$ cat src/rtl/tartaruga_pkg.sv
// Shared types and constants for the tartaruga core front end.
// Latency: n/a (declarations only).
// Backpressure: n/a.
package tartaruga_pkg;

    // Generic 32-bit datapath word used across the core.
    typedef logic [31:0] bus32_t;

    // Default PC loaded on reset. It must be word aligned.
    localparam bus32_t RESET_PC_DEFAULT = 32'h0000_0000;

    // Default fetch queue depth. It must be a power of two and at least 2.
    localparam int FETCH_QUEUE_DEPTH = 2;

    // One fetched instruction together with the address it came from.
    typedef struct packed {
        bus32_t pc;
        bus32_t instr;
    } fetch_entry_t;

    // Clears the byte-offset bits so the result is a word address.
    function automatic bus32_t word_align(input bus32_t addr);
        return {addr[31:2], 2'b00};
    endfunction

    // Sequential next-PC. It wraps modulo 2^32.
    function automatic bus32_t pc_incr(input bus32_t pc);
        return pc + 32'd4;
    endfunction

endpackage

$ cat src/rtl/fetch_queue.sv
// FIFO of fetched {pc, instr} entries sitting between PC generation and decode.
// Latency: an entry written at a clock edge is visible at the head output after that edge.
// Backpressure: an enqueue is refused when full unless a dequeue happens in the same cycle; flush wins over everything.
module fetch_queue
    import tartaruga_pkg::*;
#(
    parameter int DEPTH = FETCH_QUEUE_DEPTH
) (
    input  logic         clk_i,
    input  logic         rstn_i,
    input  logic         enq_i,
    input  fetch_entry_t enq_dat_i,
    input  logic         deq_i,
    input  logic         flush_i,
    output logic         full_o,
    output logic         empty_o,
    output fetch_entry_t head_o
);

    localparam int PTR_W = $clog2(DEPTH);
    localparam int CNT_W = PTR_W + 1;
    localparam logic [CNT_W-1:0] DEPTH_C = CNT_W'(DEPTH);

    fetch_entry_t     mem_q [DEPTH];
    logic [PTR_W-1:0] head_q;
    logic [PTR_W-1:0] head_d;
    logic [PTR_W-1:0] tail_q;
    logic [PTR_W-1:0] tail_d;
    logic [CNT_W-1:0] count_q;
    logic [CNT_W-1:0] count_d;
    logic             do_enq;
    logic             do_deq;

    assign full_o  = (count_q == DEPTH_C);
    assign empty_o = (count_q == '0);

    // A dequeue needs something to remove. An enqueue into a full queue is
    // only legal when the head leaves in the same cycle.
    assign do_deq = deq_i & ~flush_i & ~empty_o;
    assign do_enq = enq_i & ~flush_i & (~full_o | do_deq);

    // Next pointers and occupancy. Pointers wrap naturally because DEPTH is a power of two.
    always_comb begin
        head_d  = head_q;
        tail_d  = tail_q;
        count_d = count_q;
        if (flush_i) begin
            head_d  = '0;
            tail_d  = '0;
            count_d = '0;
        end else begin
            if (do_enq) begin
                tail_d = tail_q + PTR_W'(1);
            end
            if (do_deq) begin
                head_d = head_q + PTR_W'(1);
            end
            case ({do_enq, do_deq})
                2'b10:   count_d = count_q + CNT_W'(1);
                2'b01:   count_d = count_q - CNT_W'(1);
                default: count_d = count_q;
            endcase
        end
    end

    // Pointer and occupancy registers.
    always_ff @(posedge clk_i or negedge rstn_i) begin
        if (!rstn_i) begin
            head_q  <= '0;
            tail_q  <= '0;
            count_q <= '0;
        end else begin
            head_q  <= head_d;
            tail_q  <= tail_d;
            count_q <= count_d;
        end
    end

    // Entry storage. It needs no reset because the head output is masked when empty.
    always_ff @(posedge clk_i) begin
        if (do_enq) begin
            mem_q[tail_q] <= enq_dat_i;
        end
    end

    // Head entry, forced to zero when empty so stale data never leaks out.
    always_comb begin
        head_o = '0;
        if (!empty_o) begin
            head_o = mem_q[head_q];
        end
    end

endmodule

$ cat src/rtl/fetch_stage.sv
// PC generation plus fetch buffer: addresses instruction memory and queues {pc, instr} for decode.
// Latency: a new PC shows up at decode one cycle later when the queue is empty; throughput is 1 instr/cycle.
// Backpressure: ready_i low fills the queue, then the PC freezes; a redirect flushes the queue and masks valid_o.
module fetch_stage
    import tartaruga_pkg::*;
#(
    parameter logic [31:0] RESET_PC    = RESET_PC_DEFAULT,
    parameter int          QUEUE_DEPTH = FETCH_QUEUE_DEPTH
) (
    input  logic        clk_i,
    input  logic        rstn_i,
    output logic [31:0] pc_o,
    input  logic [31:0] instr_i,
    input  logic        redirect_i,
    input  logic [31:0] redirect_pc_i,
    output logic        valid_o,
    output logic [31:0] instr_o,
    output logic [31:0] instr_pc_o,
    input  logic        ready_i,
    output logic [31:0] fetch_count_o
);

    bus32_t       pc_q;
    bus32_t       pc_d;
    bus32_t       fetch_count_q;
    bus32_t       fetch_count_d;
    logic         enq;
    logic         deq;
    logic         q_full;
    logic         q_empty;
    fetch_entry_t enq_entry;
    fetch_entry_t head_entry;

    // Decode only sees the head when the queue holds something and no
    // redirect is in flight, so a wrong-path instruction is never accepted.
    assign valid_o = ~q_empty & ~redirect_i;
    assign deq     = valid_o & ready_i & ~redirect_i;

    // Fetch when there is room, or when the head leaves in this same cycle.
    assign enq = ~redirect_i & (~q_full | deq);

    // The memory read is combinational, so the returned word pairs with the current PC.
    always_comb begin
        enq_entry       = '0;
        enq_entry.pc    = pc_q;
        enq_entry.instr = instr_i;
    end

    fetch_queue #(
        .DEPTH (QUEUE_DEPTH)
    ) u_fetch_queue (
        .clk_i     (clk_i),
        .rstn_i    (rstn_i),
        .enq_i     (enq),
        .enq_dat_i (enq_entry),
        .deq_i     (deq),
        .flush_i   (redirect_i),
        .full_o    (q_full),
        .empty_o   (q_empty),
        .head_o    (head_entry)
    );

    // Next PC: a redirect takes priority, then sequential advance on enqueue, else stall.
    always_comb begin
        pc_d = pc_q;
        if (redirect_i) begin
            pc_d = word_align(redirect_pc_i);
        end else if (enq) begin
            pc_d = pc_incr(pc_q);
        end
    end

    // Count every instruction that actually lands in the queue.
    always_comb begin
        fetch_count_d = fetch_count_q;
        if (enq) begin
            fetch_count_d = fetch_count_q + 32'd1;
        end
    end

    // PC and fetch counter registers.
    always_ff @(posedge clk_i or negedge rstn_i) begin
        if (!rstn_i) begin
            pc_q          <= RESET_PC;
            fetch_count_q <= '0;
        end else begin
            pc_q          <= pc_d;
            fetch_count_q <= fetch_count_d;
        end
    end

    assign pc_o          = pc_q;
    assign fetch_count_o = fetch_count_q;
    assign instr_o       = head_entry.instr;
    assign instr_pc_o    = head_entry.pc;

endmodule

$ cat config.mk
export PLATFORM = sky130hd
export DESIGN_NAME = fetch_stage
export DESIGN_NICKNAME = d
export VERILOG_FILES = /design/src/rtl/tartaruga_pkg.sv /design/src/rtl/fetch_queue.sv /design/src/rtl/fetch_stage.sv
export SDC_FILE = /design/constraint.sdc
export NUM_CORES = 1
export LEC_CHECK = 0
export BUFFER_PORTS_ARGS = -buffer_cell sky130_fd_sc_hd__buf_2
export CAP_MARGIN = 20
export CORE_ASPECT_RATIO = 1.2
export CORE_UTILIZATION = 50
export DETAILED_ROUTE_END_ITERATION = 10
export PLACE_DENSITY_LB_ADDON = 0.12
export SLEW_MARGIN = 20
export SYNTH_ARGS = -nofsm -noshare
export SYNTH_HDL_FRONTEND = slang
export SYNTH_SLANG_ARGS = --single-unit
$ cat constraint.sdc
create_clock -name clk_i -period 6.1 [get_ports clk_i]
set_input_delay 0 -clock clk_i [delete_from_list [all_inputs] [get_ports clk_i]]
set_output_delay 0 -clock clk_i [all_outputs]
set_load 0.005 [all_outputs]
Yosys cells after proc, flatten, opt, wreduce, memory -nomap -nowiden
Memory sizes are Yosys's and may differ from the RTL's.
Cells that the tools add are included.
- bits of input ports: 68
- ROM bits: 0
- output and inout bits: 129
- logic and storage cells: 44
- register bits: 68
- RAM bits: 128
- memories kept: 1
- bits in latches: 0
- memories (memory ; words ; bits a word ; rd ports ; clocked after Yosys merged registers in ; wr ports ; RTL line ; source):
    u_fetch_queue.mem_q ; 2 ; 64 ; 1 ; 0 ; 1 ; fetch_queue.sv:24 ; fetch_entry_t mem_q [DEPTH];
- magnitude comparators: 0
- multiply operators: 0
- eq/ne operators: 3
- bitwise logic cells: 13
- add/subtract/negate cells: 6
- divide/modulo/power cells: 0
- reduce and logical (&&, ||, !) cells: 5
- shifts and indexed selects: 0
- mux-type cells: 11
- operators by type and width (operator ; number):
    32-bit 2-to-1 mux ; 2
    64-bit 2-to-1 mux ; 1
    32-bit by 1-bit adder with 32-bit output (second input constant) ; 1
    32-bit by 3-bit adder with 32-bit output (second input constant) ; 1
    1-bit bitwise AND ; 8
    1-bit 2-to-1 mux ; 6
    2-bit nonzero test ; 3
    2-bit equality test (second input constant) ; 2
    2-bit one-hot mux with 2 select lines ; 1
    1-bit NOT ; 3
    3-bit nonzero test ; 1
    1-bit adder (second input constant) ; 2
    2-bit by 1-bit adder with 2-bit output (second input constant) ; 1
    2-bit by 1-bit equality test with 1-bit output (second input constant) ; 1
    2-bit logical NOT ; 1
    2-bit 2-to-1 mux ; 1
    1-bit OR ; 2
    2-bit by 1-bit subtractor with 2-bit output (second input constant) ; 1

Depth between registers and ports, before layout
Gate-level depths: netlist of the first run.
- depth in word-level cells: 12
- mapped depth: 7

Hierarchy
A second synthesis of the first run with hierarchy kept.
- cells, all modules: 667
- area, all modules: 8550.7 um^2
- by module, submodules not included (module ; cells each ; instances ; area each (um^2)):
    fetch_queue ; 297 ; 1 ; 5106.1
    fetch_stage ; 370 ; 1 ; 3444.6

Worst setup path after synthesis of the first run
OpenSTA, ideal clock, no wires.
- kind: register to register
- start point: register u_fetch_queue.count_q[0]
- end point: memory u_fetch_queue.mem_q[0][0] (netlist bit) (enable)
- arrival: 4.013 ns
- buffers on the path: 1
- cell stages (with the launch flop): 6
- setup time: 0.490 ns
- required time: 5.610 ns
- period minus slack after synthesis: 4.503 ns
- setup slack: 1.597 ns
- cell sequence: dfrtp_1 -> inv_1 -> ha_1 -> clkbuf_1 -> a21oi_1 -> nor2b_1
- word-level cells in the longest chain between the ends: 11
- elaborated cells between the ends (all ways): 16
- ends and longest elaborated chain (element ; RTL line ; source):
    start: declaration ; fetch_queue.sv:29 ; logic [CNT_W-1:0] count_q;
    start signal: assignment ; fetch_queue.sv:75 ; count_q <= count_d;
    2-bit logical NOT ; fetch_queue.sv:35 ; assign empty_o = (count_q == '0);
    1-bit NOT ; fetch_queue.sv:39, fetch_stage.sv:36 ;
    1-bit bitwise AND ; fetch_stage.sv:36 ; assign valid_o = ~q_empty & ~redirect_i;
    1-bit bitwise AND (2 in a row) ; fetch_stage.sv:37 ; assign deq = valid_o & ready_i & ~redirect_i;
    1-bit OR or 1-bit bitwise AND (tied branches) ; fetch_stage.sv:40, fetch_queue.sv:39 ;
    1-bit bitwise AND, on equally long branches ; fetch_stage.sv:40, fetch_queue.sv:39 ;
    1-bit bitwise AND or 1-bit OR (tied branches) ; fetch_queue.sv:40 ; assign do_enq = enq_i & ~flush_i & (~full_o | do_deq);
    1-bit bitwise AND (*) ; fetch_queue.sv:40 ;
    1-bit 2-to-1 mux (*) ; fetch_queue.sv:81 ; if (do_enq) begin
    1-bit 2-to-1 mux (implied by the code) (*) ; fetch_queue.sv:82 ; mem_q[tail_q] <= enq_dat_i;
    end: declaration ; fetch_queue.sv:24 ;
Every way passes the cells marked *; elsewhere a longest branch is shown, timed or not.

Final worst setup path of the first run
- start point: register u_fetch_queue.count_q[0]
- end point: memory u_fetch_queue.mem_q[0][23] (netlist bit) (enable)
The elaborated chain is that of the path after synthesis.

==> results by group, run 1 <==
Run status
  – Status: finished, final reports clean

Die
  – Die Span Y: 142.0 µm
  – Die X: 118.7 µm
  – IO Count: 197
  – Initial Utilization: 51.79%
  – Die area: 16,850 µm²
  – Core Rows: 50
  – Core footprint: 15,770 µm²

Power and ir drop
  – Leak pwr: 4.255 nW
  – Switching power: 0.001258 W
  – Reg power frac: 45.1%
  – Switching Share: 32.08%
  – PD cells: 372.2 nW/µm²
  – Gate power share: 27.4%
  – Internal Pwr Total: 0.002664 W
  – Worst vdd ir: 0.0002372 V
  – Share of total power in the clock network: 27.5%

Layout
  – Diode count: 0
  – Fin area: 10,540 µm²
  – Synth-to-Final Area Change: 29.02%
  – Nets: 944
  – Proportion of layout cells with a drive suffix above 1: 27.01%

Place
  – # port buffers: 190
  – GPL Wtd Cong: 0.8129
  – Placed instance area: 9296 µm²
  – Dpl hpwl: 11.55 mm
  – Pre-CTS setup slack: 2.785 ns

CTS
  – CTS Buf Count: 17
  – Post-CTS sizing: 0
  – CTS Root Cell: clkbuf_16
  – Number of setup buffers added after CTS: 0
  – Cts-stage hold buffer count: 63
  – Num Clock Sinks: 190
  – CTS clk-pin slew, worst paths: 0.07 ns
  – CTS tree: built
  – # H-tree levels: 4
  – CTS Buffer Depth: 2
  – Worst skew pair latency: 0.43 ns

Worst setup path
  – CP Max Fanout: 47
  – FF-to-FF Start: u_fetch_queue.count_q[0]$_DFFE_PN0P_
  – Worst reg2reg endpoint: u_fetch_queue.mem_q[0][23]$_DFFE_PP_
  – Crit Path Class: flop to flop
  – Startpoint Class: flop
  – Worst reg-to-reg setup slack: 2.75 ns
  – CP endpoint kind: flop
  – Reg2Reg Depth: 6
  – Crit path DAT: 3.40 ns
  – Critical Path RT: 6.16 ns

GRT
  – Vias in the first global route: 5,968
  – GRT Residual Overflow: 0
  – Global-route wire length before repair: 29.54 mm
  – Pin count of the biggest net entering global routing: 67
  – GRT Total Usage: 22.57%
  – Initial antenna violation count: 0

Yosys
  – Synth cell count leaders: edfxtp_1 (124), nor2_1 (90), dfrtp_1 (66)
  – Post-Syn Area: 8165 µm²
  – #FFs+latches synth: 190
  – Mux cell area share after synthesis: 8.106%
  – Most frequent cell after synthesis: edfxtp_1
  – Post-Synth Adder-Cell Area: 0.6129%
  – Area contributors post-synth: edfxtp_1 (46%), dfrtp_1 (20%), mux2i_1 (8.0%)
  – Asr flop ratio synth: 34.74%
  – Synth area leader: edfxtp_1
  – YS warnings: 0
  – Synth Area in Compound Gates: 5.884%
  – Most common flop cell mapped by yosys: edfxtp_1
  – Mean Syn Cell Area: 13.02 µm²
  – Distinct cells, synth: 48
  – Post-synth top area share: 45.60%
  – Synth Area in Simple Gates: 12.60%
  – Largest family of logic cells by synthesized area: simple AND/OR/NAND/NOR gates
  – Post-synth EDFFs: 124
  – Synth Area in XOR/XNOR: 4.505%
  – Post-synthesis sequential area ratio: 65.83%
  – Post-Synthesis Cells: 627

Drt
  – Drt pass-1 iters: 4
  – Via count: 5,860
  – Antenna viol nets, final: 0
  – Post-Route WL: 18.30 mm
  – Number of DRC markers in iteration 0: 416
  – Via-to-Cell Ratio: 5.361
  – Drt drc: 0
  – DR WL/cell: 16.74 µm

Timing
  – Slew HR: 34.20%
  – Tcrit/Tclk final: 54.88%
  – Slew @ Worst Pin: 0.9780 ns
  – Final Hold Fails: 0
  – Worst clock skew: 0.01050 ns
  – Max Slew Vio Count: 0
  – TNS Setup: 0 ns
  – Unrepaired setup endpoints after global routing: no
  – Hold WS: 0.07518 ns
  – Setup ws final: 2.752 ns
  – Max Fclk: 298.7 MHz
  – Final min period: 3.348 ns
  – Final setup violation count: 0

Job
  – Maxcap violations: 0

Min path
  – Hold path depth: 4
  – Hold path endpoint: u_fetch_queue.head_q$_DFFE_PN0P_
  – Hold Crit Start: ready_i
  – Hold crit path type: input port to flop
[cell type report]
class	count	area (µm²)
multi-input combinational	394	2628
clock buffer	17	425.4
inverter	9	33.78
clock inverter	15	155.1
fill	1236	5230
sequential	190	5379
tap	208	260.3
timing repair buffer	260	1654
[layer usage]
metal	up-vias	share of wire (%)	global-route usage (%)
met3	23	4.3	4.046
met2	166	52	39.74
met4	0	2.1	10.13
li1	2795	-	-
met1	2876	42	27.11
met5	-	0	0
[cell families after synthesis]
kind of cell / Yosys count
AO/OA/AOI/OAI: 68
XOR/XNOR: 42
adder cells (fa/ha/maj): 4
buffers and inverters: 46
flip-flops: 190
multiplexers: 66
other: 1
AND/OR/NAND/NOR: 210
[power groups by stage]
| stage | Sequential [W] | Combinational (W) | Clock, W |
|---|---|---|---|
| after floorplan | 0.00175 | 0.000640 | 0 |
| after global placement | 0.00183 | 0.000970 | 0 |
| after detailed placement | 0.00184 | 0.000992 | 0 |
| after CTS | 0.00182 | 0.00103 | 0.00110 |
| after global routing | 0.00179 | 0.00119 | 0.00115 |
| final | 0.00177 | 0.00107 | 0.00108 |
[how the worst max path moves through the flow]
stage | slack (ns) | endpoint | start | depth (start not counted)
after global placement | 2.86 | u_fetch_queue.mem_q[0][55]$_DFFE_PP_ | u_fetch_queue.count_q[0]$_DFFE_PN0P_ | 6
after detailed placement | 2.79 | u_fetch_queue.mem_q[0][19]$_DFFE_PP_ | u_fetch_queue.count_q[0]$_DFFE_PN0P_ | 6
final | 2.75 | u_fetch_queue.mem_q[0][23]$_DFFE_PP_ | u_fetch_queue.count_q[0]$_DFFE_PN0P_ | 6
after floorplan | 1.60 | u_fetch_queue.mem_q[0][0]$_DFFE_PP_ | u_fetch_queue.count_q[0]$_DFFE_PN0P_ | 5
after global routing | 2.51 | u_fetch_queue.mem_q[0][1]$_DFFE_PP_ | u_fetch_queue.count_q[0]$_DFFE_PN0P_ | 6
after CTS | 2.76 | u_fetch_queue.mem_q[0][20]$_DFFE_PP_ | u_fetch_queue.count_q[0]$_DFFE_PN0P_ | 6
[state kept, by name, summed over array words and instances, names as in the netlist]
signal,count
u_fetch_queue.mem_q,124
fetch_count_o,32
pc_o,30
u_fetch_queue.count_q,2
u_fetch_queue.head_q,1
u_fetch_queue.tail_q,1
[worst max-delay path, cell delays in order, from the launching register on]
cell	delay (ns)
dfrtp_1	0.37
inv_1	0.07
ha_2	0.18
nand2b_1	0.40
a21oi_1	0.69
nor2b_4	0.60
buf_4	0.62
[through the flow]
stage	std cells	power [W]	utilization, %
CTS	1092	0.003944	66.65
global placement	997	0.002799	58.97
finish	1093	0.003922	66.83
floorplan	630	0.002389	-
detailed placement	997	0.002835	58.97
global route	1093	0.004135	66.83
[cells in the final DEF, fill, tap and decap left out, drive strengths merged, types with 14 or more instances in the layout]
cell type	count
o31ai	14
dlygate4sd3	63
mux2i	65
inv	15
a31oi	15
buf	197
edfxtp	124
nand2	35
nand3	23
clkbuf	17
xnor2	36
or4	14
nand4	18
nor2	90
dfrtp	66
Note: power is estimated with default switching activity, not from simulation.
==> inputs of run 2 (changes only) <==
==> constraint.sdc (replaced) <==
create_clock -name clk_i -period 3.2 [get_ports clk_i]
set_input_delay 0 -clock clk_i [delete_from_list [all_inputs] [get_ports clk_i]]
set_output_delay 0 -clock clk_i [all_outputs]
set_load 0.005 [all_outputs]
==> run 2 against run 1 <==
  * Clock skew shrank 0.0031 ns
  * Clock-buffer cell count increased by 3
  * Sequential power rose by 92%
  * Total power is 92% higher
  * Critical path depth grew 1
  * Worst setup slack lost 2.1 ns
  * Via count is 0.31% higher
  * Routed wire length is 0.14% lower
  * Global-route usage rose by 0.064 points
  * Core utilization is 0.44 points higher
  * Critical endpoint is now pc_o[17]$_DFFE_PN0P_
  * Register-to-register slack lost 2.1 ns
==> results by group, run 2 (same netlist as run 1, synthesis figures left out) <==
Worst setup path
  – Worst path top cell family by delay: simple AND/OR/NAND/NOR gates
  – Worst reg2reg endpoint: pc_o[17]$_DFFE_PN0P_
  – CP cell instances: inv_1 > ha_2 > buf_4 > or3b_1 > a2111o_1 > or4_1 > a31oi_1
  – Reg2Reg Depth: 7
  – Crit Path Class: flop to flop
  – WP depth: 7
  – WP buf/inv: 2
  – CP Capture Point: pc_o[17]$_DFFE_PN0P_
  – Worst reg-to-reg setup slack: 0.68 ns
  – Worst setup path start: u_fetch_queue.count_q[0]$_DFFE_PN0P_
  – Critical Path RT: 3.54 ns
  – Crit path DAT: 2.86 ns
  – CP Max Fanout: 19
  – FF-to-FF Start: u_fetch_queue.count_q[0]$_DFFE_PN0P_
  – Startpoint Class: flop
  – Worst path slowest cell: a2111o_1
  – CP endpoint kind: flop
  – Max stage delay on crit path: 0.51 ns

Run status
  – Status: finished, final reports clean

Layout
  – Final core utilization: 67.26%
  – Proportion of layout cells with a drive suffix above 1: 27.24%
  – Synth-to-Final Area Change: 29.86%
  – Fillcell total: 1,253
  – Most flops, register: u_fetch_queue.mem_q
  – Most common cell after layout, fill and taps aside: buf_2
  – Most frequent cells in the layout: buf_2 (190), edfxtp_1 (124), nor2_1 (90)
  – Largest register FFs: 124
  – Diode count: 0
  – Nets: 952
  – Non-filler cells, final: 1,100

Timing
  – Unrepaired setup endpoints after global routing: no
  – Setup ws final: 0.6819 ns
  – Hold WS: 0.07361 ns
  – Slew @ Worst Pin: 0.9829 ns
  – Max Fclk: 397.1 MHz
  – Worst clock skew: 0.007414 ns
  – TNS Setup: 0 ns
  – Final min period: 2.518 ns
  – Final Hold Fails: 0
  – Slew HR: 34.40%
  – Max Slew Vio Count: 0
  – Final setup violation count: 0
  – Tcrit/Tclk final: 78.69%

Place
  – Placed instance count: 1,005
  – Pre-CTS setup slack: 0.7174 ns
  – Dpl hpwl: 11.80 mm
  – # port buffers: 190
  – GPL Wtd Cong: 0.7677

Drt
  – Drt drc: 0
  – Via-to-Cell Ratio: 5.344
  – Antenna viol nets, final: 0
  – Drt pass-1 iters: 9
  – Via count: 5,878
  – Post-Route WL: 18.28 mm
  – Number of DRC markers in iteration 0: 357
  – DR WL/cell: 16.61 µm

Die
  – Die area: 16,850 µm²
  – Initial Utilization: 51.79%
  – IO Count: 197
  – Die Span Y: 142.0 µm
  – Die X: 118.7 µm
  – Core Rows: 50
  – Core footprint: 15,770 µm²

GRT
  – Global-route wire length before repair: 29.48 mm
  – Initial antenna violation count: 0
  – Pin count of the biggest net entering global routing: 64
  – GRT Residual Overflow: 0
  – GRT Total Usage: 22.63%
  – Vias in the first global route: 5,946

Power and ir drop
  – Worst vdd ir: 0.0003704 V
  – PD cells: 709.3 nW/µm²
  – Leak pwr: 4.283 nW

CTS
  – # H-tree levels: 4
  – Num Clock Sinks: 190
  – CTS Buffer Depth: 2
  – Post-CTS sizing: 0
  – Number of setup buffers added after CTS: 0
  – CTS Root Cell: clkbuf_16
  – CTS clk-pin slew, worst paths: 0.06 ns
  – CTS tree: built
  – Cts-stage hold buffer count: 63
  – Worst skew pair latency: 0.42 ns
  – CTS Buf Count: 17

Min path
  – Hold crit path type: input port to async pin

Job
  – Maxcap violations: 0
[run 2: how the worst min path moves through the flow]
stage,to
2_1_floorplan,fetch_count_o[0]$_DFFE_PN0P_
3_3_place_gp,pc_o[5]$_DFFE_PN0P_
3_5_place_dp,pc_o[5]$_DFFE_PN0P_
4_1_cts,u_fetch_queue.head_q$_DFFE_PN0P_
5_1_grt,u_fetch_queue.head_q$_DFFE_PN0P_
6_report,pc_o[7]$_DFFE_PN0P_
[run 2: area by class of cell]
class | instances | area, µm² | area share (%)
Sequential cell | 190 | 5379 | 50.73
Inverter | 9 | 33.78 | 0.3186
Timing Repair Buffer | 268 | 1732 | 16.33
Clock inverter | 11 | 135.1 | 1.274
Clock buffer | 20 | 436.7 | 4.118
Multi-Input combinational cell | 394 | 2628 | 24.78
Tap cell | 208 | 260.3 | 2.454
[run 2: where the power goes]
group | switching, W | leakage (nW) | internal [W]
registers | 0.000297 | 1.98 | 0.00309
logic | 0.00117 | 2.03 | 0.000932
clock network | 0.000873 | 0.268 | 0.00116
total | 0.00234 | 4.28 | 0.00518
[run 2: routing by layer]
layer	track usage (%)	share of wire [%]	up-vias
met5	0	0	-
met3	4.688	4.2	24
met1	27.40	42	2869
li1	-	-	2822
met4	9.260	1.7	0
met2	39.52	52	163
[run 2: per-stage QoR]
| step | cell area (µm²) | power, W |
|---|---|---|
| final | 10600 | 0.007522 |
| after global routing | 10600 | 0.007925 |
| after CTS | 10580 | 0.007571 |
| after detailed placement | 9382 | 0.005468 |
| after global placement | 9382 | 0.005397 |
| after floorplan | 8184 | 0.004544 |
